**src/rtl/seq_divider_8_bit_pkg.sv**
```systemverilog
// Shared definitions for the sequential restoring divider: FSM encoding and default width.
package seq_divider_8_bit_pkg;

  localparam int DIV_W = 8;

  typedef enum logic [1:0] {
    IDLE = 2'd0,
    CALC = 2'd1,
    DONE = 2'd2
  } state_t;

endpackage

```
**src/rtl/seq_divider_8_bit_if.sv**
```systemverilog
// Start/busy/done request-result bundle between a divider client (master) and the divider (slave).
interface seq_divider_8_bit_if
  import seq_divider_8_bit_pkg::*;
#(
  parameter int WIDTH = DIV_W
);

  logic             start;
  logic [WIDTH-1:0] dividend;
  logic [WIDTH-1:0] divisor;
  logic             busy;
  logic             done;
  logic [WIDTH-1:0] quotient;
  logic [WIDTH-1:0] remainder;
  logic             div_by_zero;

  modport master (
    output start, dividend, divisor,
    input  busy, done, quotient, remainder, div_by_zero
  );

  modport slave (
    input  start, dividend, divisor,
    output busy, done, quotient, remainder, div_by_zero
  );

endinterface

```
**src/rtl/seq_divider_8_bit_sub.sv**
```systemverilog
// Ripple-borrow subtractor a - b over WIDTH+1 bits, built from full-adder cells (a + ~b + 1).
// Only the low WIDTH difference bits are returned; the top cell's outcome is carried by borrow.
module sub_stage_8_bit
  import seq_divider_8_bit_pkg::*;
#(
  parameter int WIDTH = DIV_W
) (
  input  logic [WIDTH:0]   a,
  input  logic [WIDTH:0]   b,
  output logic [WIDTH-1:0] diff,
  output logic             borrow
);

  logic [WIDTH:0]   nb;
  logic [WIDTH+1:0] c;

  assign c[0] = 1'b1;

  for (genvar gi = 0; gi <= WIDTH; gi++) begin : g_cell
    assign nb[gi]   = ~b[gi];
    assign c[gi+1]  = (a[gi] & nb[gi]) | (c[gi] & (a[gi] ^ nb[gi]));
    if (gi < WIDTH) begin : g_sum
      assign diff[gi] = a[gi] ^ nb[gi] ^ c[gi];
    end
  end

  assign borrow = ~c[WIDTH+1];

endmodule

```
**src/rtl/seq_divider_8_bit.sv**
```systemverilog
// Multi-cycle restoring unsigned divider: one quotient bit per clock, start/busy/done handshake.
// Results are held in dedicated registers so they stay stable until the next division completes.
module seq_divider_8_bit
  import seq_divider_8_bit_pkg::*;
#(
  parameter int WIDTH = DIV_W
) (
  input  logic              clk,
  input  logic              rst,
  seq_divider_8_bit_if.slave bus
);

  localparam int CW = $clog2(WIDTH + 1);

  state_t           state_reg, state_next;
  logic [WIDTH-1:0] q_reg, q_next;
  logic [WIDTH-1:0] d_reg, d_next;
  logic [WIDTH-1:0] r_reg, r_next;
  logic [WIDTH-1:0] quot_reg, quot_next;
  logic [WIDTH-1:0] rem_reg, rem_next;
  logic             dbz_reg, dbz_next;
  logic [CW-1:0]    cnt_reg, cnt_next;

  logic [WIDTH:0]   trial;
  logic [WIDTH-1:0] diff;
  logic             borrow;

  // Shift the next dividend bit into the partial remainder; the old R MSB stays as bit WIDTH.
  assign trial = {r_reg, q_reg[WIDTH-1]};

  sub_stage_8_bit #(.WIDTH(WIDTH)) u_sub (
    .a      (trial),
    .b      ({1'b0, d_reg}),
    .diff   (diff),
    .borrow (borrow)
  );

  always_ff @(posedge clk or posedge rst) begin
    if (rst) begin
      state_reg <= IDLE;
      q_reg     <= '0;
      d_reg     <= '0;
      r_reg     <= '0;
      quot_reg  <= '0;
      rem_reg   <= '0;
      dbz_reg   <= 1'b0;
      cnt_reg   <= '0;
    end else begin
      state_reg <= state_next;
      q_reg     <= q_next;
      d_reg     <= d_next;
      r_reg     <= r_next;
      quot_reg  <= quot_next;
      rem_reg   <= rem_next;
      dbz_reg   <= dbz_next;
      cnt_reg   <= cnt_next;
    end
  end

  always_comb begin
    state_next = state_reg;
    q_next     = q_reg;
    d_next     = d_reg;
    r_next     = r_reg;
    quot_next  = quot_reg;
    rem_next   = rem_reg;
    dbz_next   = dbz_reg;
    cnt_next   = cnt_reg;

    case (state_reg)
      IDLE: begin
        if (bus.start) begin
          if (bus.divisor != '0) begin
            q_next     = bus.dividend;
            d_next     = bus.divisor;
            r_next     = '0;
            cnt_next   = CW'(WIDTH);
            state_next = CALC;
          end else begin
            quot_next  = '1;
            rem_next   = bus.dividend;
            dbz_next   = 1'b1;
            state_next = DONE;
          end
        end
      end
      CALC: begin
        // Restore on borrow by keeping the trial value instead of the difference.
        q_next   = {q_reg[WIDTH-2:0], ~borrow};
        r_next   = borrow ? trial[WIDTH-1:0] : diff;
        cnt_next = cnt_reg - CW'(1);
        if (cnt_reg == CW'(1)) begin
          quot_next  = q_next;
          rem_next   = r_next;
          dbz_next   = 1'b0;
          state_next = DONE;
        end
      end
      DONE: begin
        state_next = IDLE;
      end
      default: begin
        state_next = IDLE;
      end
    endcase
  end

  assign bus.busy        = (state_reg == CALC);
  assign bus.done        = (state_reg == DONE);
  assign bus.quotient    = quot_reg;
  assign bus.remainder   = rem_reg;
  assign bus.div_by_zero = dbz_reg;

endmodule

```
**src/flat_wrapper.sv**
```systemverilog
// flat-port wrapper written by rule: the top's interface ports become plain ports
module seq_divider_8_bit_flat import seq_divider_8_bit_pkg::*;
#(
  parameter int WIDTH = DIV_W
)
  (clk, rst, bus_start, bus_dividend, bus_divisor, bus_busy, bus_done, bus_quotient, bus_remainder, bus_div_by_zero);
  seq_divider_8_bit_if #(.WIDTH(WIDTH)) bus_i ();
  input  logic clk;
  input  logic rst;
  input wire logic [$bits(bus_i.start)-1:0] bus_start;
  input wire logic [$bits(bus_i.dividend)-1:0] bus_dividend;
  input wire logic [$bits(bus_i.divisor)-1:0] bus_divisor;
  output wire logic [$bits(bus_i.busy)-1:0] bus_busy;
  output wire logic [$bits(bus_i.done)-1:0] bus_done;
  output wire logic [$bits(bus_i.quotient)-1:0] bus_quotient;
  output wire logic [$bits(bus_i.remainder)-1:0] bus_remainder;
  output wire logic [$bits(bus_i.div_by_zero)-1:0] bus_div_by_zero;
  assign bus_i.start = bus_start;
  assign bus_i.dividend = bus_dividend;
  assign bus_i.divisor = bus_divisor;
  assign bus_busy = bus_i.busy;
  assign bus_done = bus_i.done;
  assign bus_quotient = bus_i.quotient;
  assign bus_remainder = bus_i.remainder;
  assign bus_div_by_zero = bus_i.div_by_zero;
  seq_divider_8_bit #(.WIDTH(WIDTH)) u_core (.clk(clk), .rst(rst), .bus(bus_i));
endmodule
```
**config.mk**
```make
export PLATFORM = sky130hd
export DESIGN_NAME = seq_divider_8_bit_flat
export DESIGN_NICKNAME = d
export VERILOG_FILES = /design/src/rtl/seq_divider_8_bit_pkg.sv /design/src/rtl/seq_divider_8_bit_if.sv /design/src/rtl/seq_divider_8_bit_sub.sv /design/src/rtl/seq_divider_8_bit.sv /design/src/flat_wrapper.sv
export SDC_FILE = /design/constraint.sdc
export NUM_CORES = 1
export LEC_CHECK = 0
export BUFFER_PORTS_ARGS = -buffer_cell sky130_fd_sc_hd__buf_2
export CAP_MARGIN = 30
export CORE_ASPECT_RATIO = 1.2
export CORE_MARGIN = 4
export CORE_UTILIZATION = 56
export CTS_CLUSTER_DIAMETER = 50
export DETAILED_ROUTE_END_ITERATION = 12
export PLACE_DENSITY = 0.89
export SYNTH_ARGS = -nofsm -noshare
export SYNTH_HDL_FRONTEND = slang
export SYNTH_HIERARCHICAL = 1
export SYNTH_SLANG_ARGS = --single-unit
export TNS_END_PERCENT = 100
```
**constraint.sdc**
```tcl
create_clock -name clk -period 5.8 [get_ports clk]
set_input_delay 1.16 -clock clk [delete_from_list [all_inputs] [get_ports clk]]
set_output_delay 1.16 -clock clk [all_outputs]
set_load 0.03 [all_outputs]
```
* Word-level counts from Yosys, hierarchy flattened
Cells that the tools add are included.
** Word-level totals
- Register bits :: 47
- Logic and storage cells :: 99
** Operators by class
- Bitwise gates (word level) :: 50
- Muxes and demuxes :: 26
- Reduce and logical (&&, ||, !) cells :: 7
- Equal/unequal tests :: 7
- Add/subtract/negate cells :: 1
** Operators by type and width (number)
- 8-bit 2-to-1 mux :: 11
- 8-bit one-hot mux with 2 select lines :: 4
- 1-bit bitwise AND :: 16
- 1-bit bitwise XOR :: 15
- 1-bit NOT :: 10
- 1-bit OR :: 9
- 4-bit 2-to-1 mux :: 2
- 4-bit one-hot mux with 2 select lines :: 1
- 8-bit nonzero test :: 1
- 2-bit 2-to-1 mux :: 3
- 3-bit AND reduction :: 2
- 4-bit by 1-bit == test with 1-bit output, second input constant :: 1
- 2-bit by 1-bit inequality test with 1-bit output, second input constant :: 2
- 2-bit inequality test, second input constant :: 2
- 2-bit one-hot mux with 2 select lines :: 1
- 4-bit AND reduction :: 1
- 4-bit by 1-bit subtractor with 4-bit output, second input constant :: 1
- 1-bit 2-to-1 mux :: 3
- 2-bit by 1-bit == test with 1-bit output, second input constant :: 1
- 2-bit == test, second input constant :: 1
- 2-bit logical NOT :: 1
- 1-bit one-hot mux with 2 select lines :: 1
- 2-bit AND reduction :: 1
- 2-bit nonzero test :: 1

* Logic depth before layout (Yosys ltp)
Gate-level depths: netlist of the first run.
- Depth in word-level cells :: 22
- Depth in mapped cells :: 15

* Cells and area by module
Netlist of the first run, hierarchy kept.
** Modules (own cells, without submodules)
- seq_divider_8_bit :: cells each 169, times used 1, sequential area each 1176.1 µm², area an instance 2168.3 µm²
- sub_stage_8_bit :: cells each 27, times used 1, sequential area each 0.0 µm², area an instance 237.7 µm²

* Least setup slack after synthesis of the first run
Ideal clock, no wire load.
- Path kind :: register to register
- Start point :: register u_core.q_reg[7]
- End point :: register u_core.rem_reg[0] (netlist: u_core/bus.remainder[0])
- Arrival time :: 3.901 ns
- Path slack :: 1.774 ns
- Path buffers :: 1
- Clock period less this slack :: 4.026 ns
- Cell stages (with the launch flop) :: 16
- Required time :: 5.675 ns
- Cell sequence :: dfrtp_1 inv_1 ha_1 fa_1 fa_1 fa_1 fa_1 fa_1 fa_1 inv_1 fa_1 a21oi_2 clkbuf_1 mux2i_1 o21ai_0 mux2_4
** On the way
- Cells in the longest elaborated chain, start to end :: 21
- Elaborated cells between the ends (all ways) :: 23
- Those cells by class :: 3 x mux; 20 x bitwise
** Ends and longest elaborated chain
- start: declaration :: RTL line seq_divider_8_bit.sv:16 : logic [WIDTH-1:0] q_reg, q_next;
- start signal: assignment :: RTL line seq_divider_8_bit.sv:50 : q_reg <= q_next;
- 1-bit bitwise AND or 1-bit bitwise XOR (tied branches) :: RTL line seq_divider_8_bit_sub.sv:21, seq_divider_8_bit_sub.sv:23
- 1-bit OR :: RTL line seq_divider_8_bit_sub.sv:21 : assign c[gi+1] = (a[gi] & nb[gi]) | (c[gi] & (a[gi] ^ nb[gi]));
- 1-bit bitwise AND :: RTL line seq_divider_8_bit_sub.sv:21
- 1-bit OR :: RTL line seq_divider_8_bit_sub.sv:21
- 1-bit bitwise AND :: RTL line seq_divider_8_bit_sub.sv:21
- 1-bit OR :: RTL line seq_divider_8_bit_sub.sv:21
- 1-bit bitwise AND :: RTL line seq_divider_8_bit_sub.sv:21
- 1-bit OR :: RTL line seq_divider_8_bit_sub.sv:21
- (+5 left out)
- 1-bit OR :: RTL line seq_divider_8_bit_sub.sv:21
- 1-bit bitwise AND :: RTL line seq_divider_8_bit_sub.sv:21
- 1-bit OR :: RTL line seq_divider_8_bit_sub.sv:21
- 1-bit bitwise AND :: RTL line seq_divider_8_bit_sub.sv:21
- 1-bit OR :: RTL line seq_divider_8_bit_sub.sv:21
- 8-bit 2-to-1 mux * :: RTL line seq_divider_8_bit.sv:90 : r_next = borrow ? trial[WIDTH-1:0] : diff;
- 8-bit 2-to-1 mux * :: RTL line seq_divider_8_bit.sv:92 : if (cnt_reg == CW'(1)) begin
- 8-bit one-hot mux with 2 select lines * :: RTL line seq_divider_8_bit.sv:70 : case (state_reg)
- end signal: assignment :: RTL line seq_divider_8_bit.sv:54 : rem_reg <= rem_next;
- end: declaration :: RTL line seq_divider_8_bit.sv:20 : logic [WIDTH-1:0] rem_reg, rem_next;
Every way passes the cells marked *; elsewhere a longest branch is shown, timed or not. The select of a mux whose other input is x is not followed.
A chain may end at the register's enable or synchronous reset.

* Worst setup path after layout of the first run
- Start point :: register u_core.q_reg[7]
- End point :: register u_core.rem_reg[3] (netlist: u_core/bus.remainder[3])
** On the way
- Cells in the longest elaborated chain, start to end :: 21
- Elaborated cells between the ends (all ways) :: 23
- Those cells by class :: 3 x mux; 20 x bitwise
** Ends and longest elaborated chain (RTL line)
- 1-bit bitwise AND or 1-bit bitwise XOR (tied branches) :: seq_divider_8_bit_sub.sv:21
- 1-bit OR * :: seq_divider_8_bit_sub.sv:21
- 1-bit bitwise AND * :: seq_divider_8_bit_sub.sv:21
- 1-bit OR * :: seq_divider_8_bit_sub.sv:21
- 1-bit bitwise AND * :: seq_divider_8_bit_sub.sv:21
- 1-bit OR * :: seq_divider_8_bit_sub.sv:21
- 1-bit bitwise AND :: seq_divider_8_bit_sub.sv:21
- 1-bit OR :: seq_divider_8_bit_sub.sv:21
- (+5 left out)
- 1-bit OR :: seq_divider_8_bit_sub.sv:21
- 1-bit bitwise AND :: seq_divider_8_bit_sub.sv:21
- 1-bit OR :: seq_divider_8_bit_sub.sv:21
- 1-bit bitwise AND :: seq_divider_8_bit_sub.sv:21
- 1-bit OR :: seq_divider_8_bit_sub.sv:21
- 8-bit 2-to-1 mux * :: seq_divider_8_bit.sv:90
- 8-bit 2-to-1 mux * :: seq_divider_8_bit.sv:92
- 8-bit one-hot mux with 2 select lines * :: seq_divider_8_bit.sv:70
Marked as above.

==> results.py, run 1 <==
metrics = {
    "cells_and_area": {
        "syn_to_final_growth_pct": 13.6,
        "antenna_cells": 0,
        "fin_nets": 264,
        "drive_gt1_share_pct": 36.6,
        "fillers": 279,
    },
    "synthesis": {
        "yosysWarnings": 6,
        "ys_types": 33,
        "netlist_area_um2": 2410,
        "syn_nets": 226,
        "synth_edf_count": 0,
        "seq_area_frac_synth_pct": 48.9,
        "synth_most_common_cell": "dfrtp_1",
        "synthFlopType": "dfrtp_1",
        "synth_area_leaders": "dfrtp_1 49%, mux2_4 9.4%, fa_1 5.8%",
        "synth.largest_area_cell": "dfrtp_1",
        "yosys.area.top_type_share_pct": 48.9,
        "synth-async-reset-ratio_pct": 100,
        "ys_top_cells_by_count": "47 x dfrtp_1, 25 x nand2_1, 22 x inv_1",
        "ys_seq_elements": 47,
        "synth_cells": 196,
        "syn_avg_cell_area_um2": 12.3,
    },
    "setup_path": {
        "worst_setup_path_end_kind": "flop",
        "r2r_setup_slack_ps": 1670,
        "path_common_cell": "fa_1",
        "start_kind": "flop",
        "cp_top_family": "adder cells",
        "r2r-start": "u_core/q_reg[7]",
        "worstSetupPathType": "flop to flop",
        "setup.worst_path.start": "u_core/q_reg[7]",
        "slowest_stage": "fa_1",
        "cp.arrival_ps": 4330,
        "worstPathCellList": "inv_1 > ha_1 > fa_1 > fa_1 > fa_1 > fa_1 > fa_1 > fa_1 > inv_1 > fa_1 > a21oi_2 > mux2i_1 > o21ai_0 > mux2_4",
        "cp.required_ps": 6000,
        "crit_path_max_incr_delay_ps": 390,
        "cp_num_buf_inv": 2,
        "critPathMaxFanout": 10,
    },
    "clock_network": {
        "clock_latency_ps": 310,
        "post_cts_resized": 0,
        "htreeDepth": 2,
        "clk_pin_slew_ps": 90,
        "cts_max_path_buffers": 2,
        "cts_root_buf": "clkbuf_8",
        "cts_tree": "done",
        "cts-hold-fix-buffers": 0,
        "post_cts_buffers": 0,
        "numCtsBuffers": 5,
        "clkSinkCount": 47,
    },
    "die": {
        "core_um2": 4040,
        "ios": 38,
        "rows": 25,
        "dieArea_um2": 5410,
        "fp.dieW_um": 67.8,
        "initial_core_util_pct": 59.6,
        "die_h_um": 79.8,
    },
    "placed_design": {
        "gp_congestion": 0.848,
        "dp_hpwl_um": 3310,
        "port_buffers": 37,
    },
    "drt": {
        "wl_met2_um": 2270,
        "wl_um": 4540,
        "first_pass_iters": 4,
        "maxUsedRoutingLayer": "met4",
        "first_iter_violations": 72,
        "wl_per_cell_um": 15.7,
        "drtAntennaViolNets": 0,
        "vias": 1561,
        "dr_wl_met3_um": 192,
        "viasPerCell": 5.40,
        "drc": 0,
        "m1WireLength_um": 1980,
    },
    "power": {
        "ir_drop_mv": 0.228,
        "p_per_area_nw_per_um2": 617,
        "power.leakage_nw": 1.35,
    },
    "sta": {
        "fin_crit_sh_pct": 71.3,
        "holdWs_ps": 491,
        "finalHoldViolations": 0,
        "setup_tns_ps": 0,
        "slew_viol_final": 0,
        "finalSetupViolCount": 0,
        "rsz0062_at_grt": "no",
        "final.min_clock_period_ps": 4130,
        "worst_pin_slew_ps": 914,
        "fin_skew_ps": 7.72,
        "slew_headroom_pct": 39.0,
        "clock.fmax_ghz": 0.242,
    },
    "global_route": {
        "grt_first_pass_wirelength_um": 7790,
        "grt_overflow": 0,
        "antenna_found_initial": 0,
        "grt_max_degree": 48,
        "grt.total_usage_pct": 19.4,
        "grt_pass1_vias": 1657,
    },
    "min_path": {
        "holdCritStartpoint": "u_core/bus.quotient[3]",
        "hold_path.class": "flop to flop",
    },
    "run": {
        "cap_violations": 0,
    },
    "outcome": {
        "status": "completed",
    },
}
-- cell usage in the layout, fill, tap and decap left out --
master      netlist  final
mux2_2            9      9
o21bai_1          1      1
nand3_1           2      2
nand3b_1          1      1
conb_1            1      1
clkbuf_8          0      5
nor3_1            1      1
o21ai_2           1      1
a21oi_2           2      2
o21a_1            3      3
fa_1              7      7
mux2_4           15     15
a2bb2oi_1         1      1
o22ai_1           1      1
clkinv_1          0      1
nand2_1          25     25
mux2i_1           8      8
dfrtp_1          47     47
a21o_1            1      1
nand2_2           2      2
bufinv_16         0      1
nor2_1            2      2
inv_1            22     21
o2bb2ai_1         8      8
buf_4             0      1
o22a_2            7      7
nor4_4            2      2
nor3b_1           1      1
o21ai_4           1      1
buf_2             2     37
clkinvlp_4        0      1
a21boi_2          1      1
o21ai_0          12     12
ha_1              4      4
inv_6             0      1
nand2b_1          1      1
-- cell type report --
class                   instances  area (um2)  area share, %
inverters                      22        82.6           3.02
flip-flops and latches         47        1180           43.0
clock buffers                   5        68.8           2.52
repair buffers                 38         193           7.05
well taps                      54        67.6           2.47
multi-input cells             120        1100           40.2
clock inverters                 3        46.3           1.69
-- power by group --
part	switching (mW)	internal (mW)
logic	0.476	0.371
registers	0.112	0.484
clock network	0.115	0.130
total	0.703	0.985
-- per-layer routing --
layer	vias up	global-route usage, %
li1	749	-
met4	0	8.55
met3	6	3.94
met5	-	0
met1	771	24.0
met2	35	32.3
-- worst paths after layout --
| check | end | cells past startpoint |
|---|---|---|
| setup reg to reg | u_core/bus.remainder[3] | 14 |
| hold reg to reg | u_core/bus.quotient[3] | 1 |
| max in group asynchronous | u_core/d_reg[1] | 3 |
| min in group asynchronous | u_core/cnt_reg[1] | 3 |
| setup / recovery | u_core/bus.remainder[3] | 14 |
| hold / removal | u_core/bus.quotient[3] | 1 |
-- through the flow --
step	instance area, um2	total power, mW	cells	setup WS [ps]	util, %
2_1_floorplan	2410	1.26	196	1770	-
3_3_place_gp	2620	1.41	281	1750	64.9
3_5_place_dp	2620	1.45	281	1670	64.9
4_1_cts	2730	1.70	289	1680	67.8
5_1_grt	2730	1.83	289	1460	67.8
6_report	2730	1.69	289	1670	67.8
-- cell families (layout without fill, tap and decap cells) --
logic type | after synthesis | in the layout | synth area share, %
simple gates | 37 | 37 | 8.01
mux | 32 | 32 | 16.9
fa+ha+maj | 11 | 11 | 7.90
compound gates | 39 | 39 | 12.7
other cells | 1 | 1 | 0.156
flops | 47 | 47 | 48.9
buf+inv | 29 | 68 | 5.41
Power figures use the tool's default switching activity.
==> inputs of run 2 (changes only) <==
--- a/config.mk
+++ b/config.mk
@@ -9,10 +9,10 @@
 export CAP_MARGIN = 30
 export CORE_ASPECT_RATIO = 1.2
 export CORE_MARGIN = 4
-export CORE_UTILIZATION = 56
+export CORE_UTILIZATION = 51
 export CTS_CLUSTER_DIAMETER = 50
 export DETAILED_ROUTE_END_ITERATION = 12
-export PLACE_DENSITY = 0.89
+export PLACE_DENSITY = 0.86
 export SYNTH_ARGS = -nofsm -noshare
 export SYNTH_HDL_FRONTEND = slang
 export SYNTH_HIERARCHICAL = 1
==> constraint.sdc (replaced) <==
create_clock -name clk -period 3.8 [get_ports clk]
set_input_delay 0.76 -clock clk [delete_from_list [all_inputs] [get_ports clk]]
set_output_delay 0.76 -clock clk [all_outputs]
set_load 0.03 [all_outputs]
==> results.py, run 2 (synthesized netlist as in run 1, its figures left out) <==
metrics = {
    "outcome": {
        "status": "finished with violations",
        "violations": "setup timing",
    },
    "cells_and_area": {
        "finish.utilization_pct": 62.5,
        "fillers": 367,
        "fin_cells": 304,
        "antenna_cells": 0,
        "layout_commonest_cell": "dfrtp_1",
        "fin_nets": 276,
        "fin_area_um2": 2870,
        "syn_to_final_growth_pct": 19.3,
        "mostFrequentLayoutCells": "47 x dfrtp_1, 37 x buf_2, 25 x nand2_1",
        "drive_gt1_share_pct": 44.7,
    },
    "drt": {
        "wl_um": 4690,
        "drc": 0,
        "viasPerCell": 5.34,
        "first_iter_violations": 122,
        "first_pass_iters": 4,
        "drtAntennaViolNets": 0,
        "vias": 1624,
        "wl_per_cell_um": 15.4,
    },
    "sta": {
        "slew_viol_final": 0,
        "slew_headroom_pct": 55.9,
        "fin_crit_sh_pct": 101,
        "fin_ws_ps": -47.8,
        "fin_skew_ps": 5.52,
        "finalSetupViolCount": 4,
        "final.min_clock_period_ps": 3850,
        "finalHoldViolations": 0,
        "setup_tns_ps": -78.7,
        "rsz0062_at_grt": "yes",
        "clock.fmax_ghz": 0.260,
        "worst_pin_slew_ps": 658,
    },
    "global_route": {
        "grt_first_pass_wirelength_um": 8180,
        "grt_overflow": 0,
        "antenna_found_initial": 0,
        "grt_pass1_vias": 1697,
        "grt_max_degree": 48,
        "grt.total_usage_pct": 17.4,
    },
    "setup_path": {
        "cp_top_family": "adder cells",
        "worst_setup_path_end_kind": "flop",
        "start_kind": "flop",
        "worstPathCellList": "inv_1 > ha_2 > fa_2 > fa_2 > fa_2 > fa_2 > fa_2 > fa_2 > inv_2 > fa_2 > mux2i_2 > o21ai_1 > mux2_4",
        "crit_path_max_incr_delay_ps": 430,
        "worstSetupPathType": "flop to flop",
        "cp_num_buf_inv": 2,
        "critPathMaxFanout": 2,
        "slowest_stage": "fa_2",
        "path_common_cell": "fa_2",
        "cp.arrival_ps": 4030,
        "cp.required_ps": 3980,
    },
    "die": {
        "ios": 38,
        "dieArea_um2": 5890,
        "core_um2": 4590,
        "initial_core_util_pct": 52.4,
        "die_h_um": 83.2,
        "rows": 27,
        "fp.dieW_um": 70.7,
    },
    "placed_design": {
        "gp_congestion": 0.827,
        "port_buffers": 37,
        "placedCellCount": 290,
        "dp_hpwl_um": 3390,
        "post_dp_cell_area_um2": 2670,
    },
    "power": {
        "power.leakage_nw": 1.37,
        "p_per_area_nw_per_um2": 983,
        "total_power_mw": 2.82,
        "ir_drop_mv": 0.459,
    },
    "clock_network": {
        "cts_tree": "done",
        "clkSinkCount": 47,
        "cts-hold-fix-buffers": 0,
        "clk_pin_slew_ps": 80,
        "cts_root_buf": "clkbuf_8",
        "htreeDepth": 2,
        "numCtsBuffers": 5,
        "clock_latency_ps": 290,
        "cts_max_path_buffers": 2,
    },
    "min_path": {
        "hold_path.class": "flop to flop",
    },
    "run": {
        "cap_violations": 0,
    },
}
run 2: routing by layer:
metal	track usage [%]	vias up	share of wire [%]
met5	0	-	0
met3	4.00	11	4.4
met4	5.64	0	2.3
met1	22.1	797	44
met2	29.2	44	49
li1	-	772	-
run 2: final timing paths:
check / from / endpoint / depth (start not counted) / slack (ps)
max: u_core/q_reg[7] / u_core/bus.remainder[7] / 13 / -50
max in group asynchronous: rst / u_core/bus.remainder[7] / 3 / 2810
min reg2reg: u_core/bus.quotient[2] / u_core/bus.quotient[2] / 1 / 490
max reg2reg: u_core/q_reg[7] / u_core/bus.remainder[7] / 13 / -50
min: u_core/bus.quotient[2] / u_core/bus.quotient[2] / 1 / 490
min in group asynchronous: rst / u_core/cnt_reg[0] / 3 / 600
run 2: cell type report:
cell class	instances	area (um2)	area share, %
Tap cell	58	72.6	2.53
Timing Repair Buffer	49	275	9.59
Inverter	22	82.6	2.88
Multi-Input combinational cell	121	1160	40.5
Clock buffer	6	72.6	2.53
Clock inverter	1	30.0	1.05
Sequential cell	47	1180	41.0
run 2: timing repair:
action                                  CTS  global route
buffers inserted                          4             2
pin swaps                                 1             2
endpoints found under the setup margin   10            11
gates resized for setup                   8             9
cloned                                    1             0
run 2: stage by stage:
| stage | worst slack [ps] | hold WS (ps) |
|---|---|---|
| 5_1_grt | -151 | 508 |
| 6_report | -47.8 | 490 |
| 3_3_place_gp | -91.7 | 467 |
| 4_1_cts | 4.22 | 495 |
| 2_1_floorplan | 30.2 | 462 |
| 3_5_place_dp | -157 | 477 |
run 2: power by group:
part           switching [mW]  leakage (nW)  internal (mW)
registers               0.176         0.576          0.739
clock network           0.158        0.0513          0.193
logic                   0.819         0.745          0.738
total                    1.15          1.37           1.67
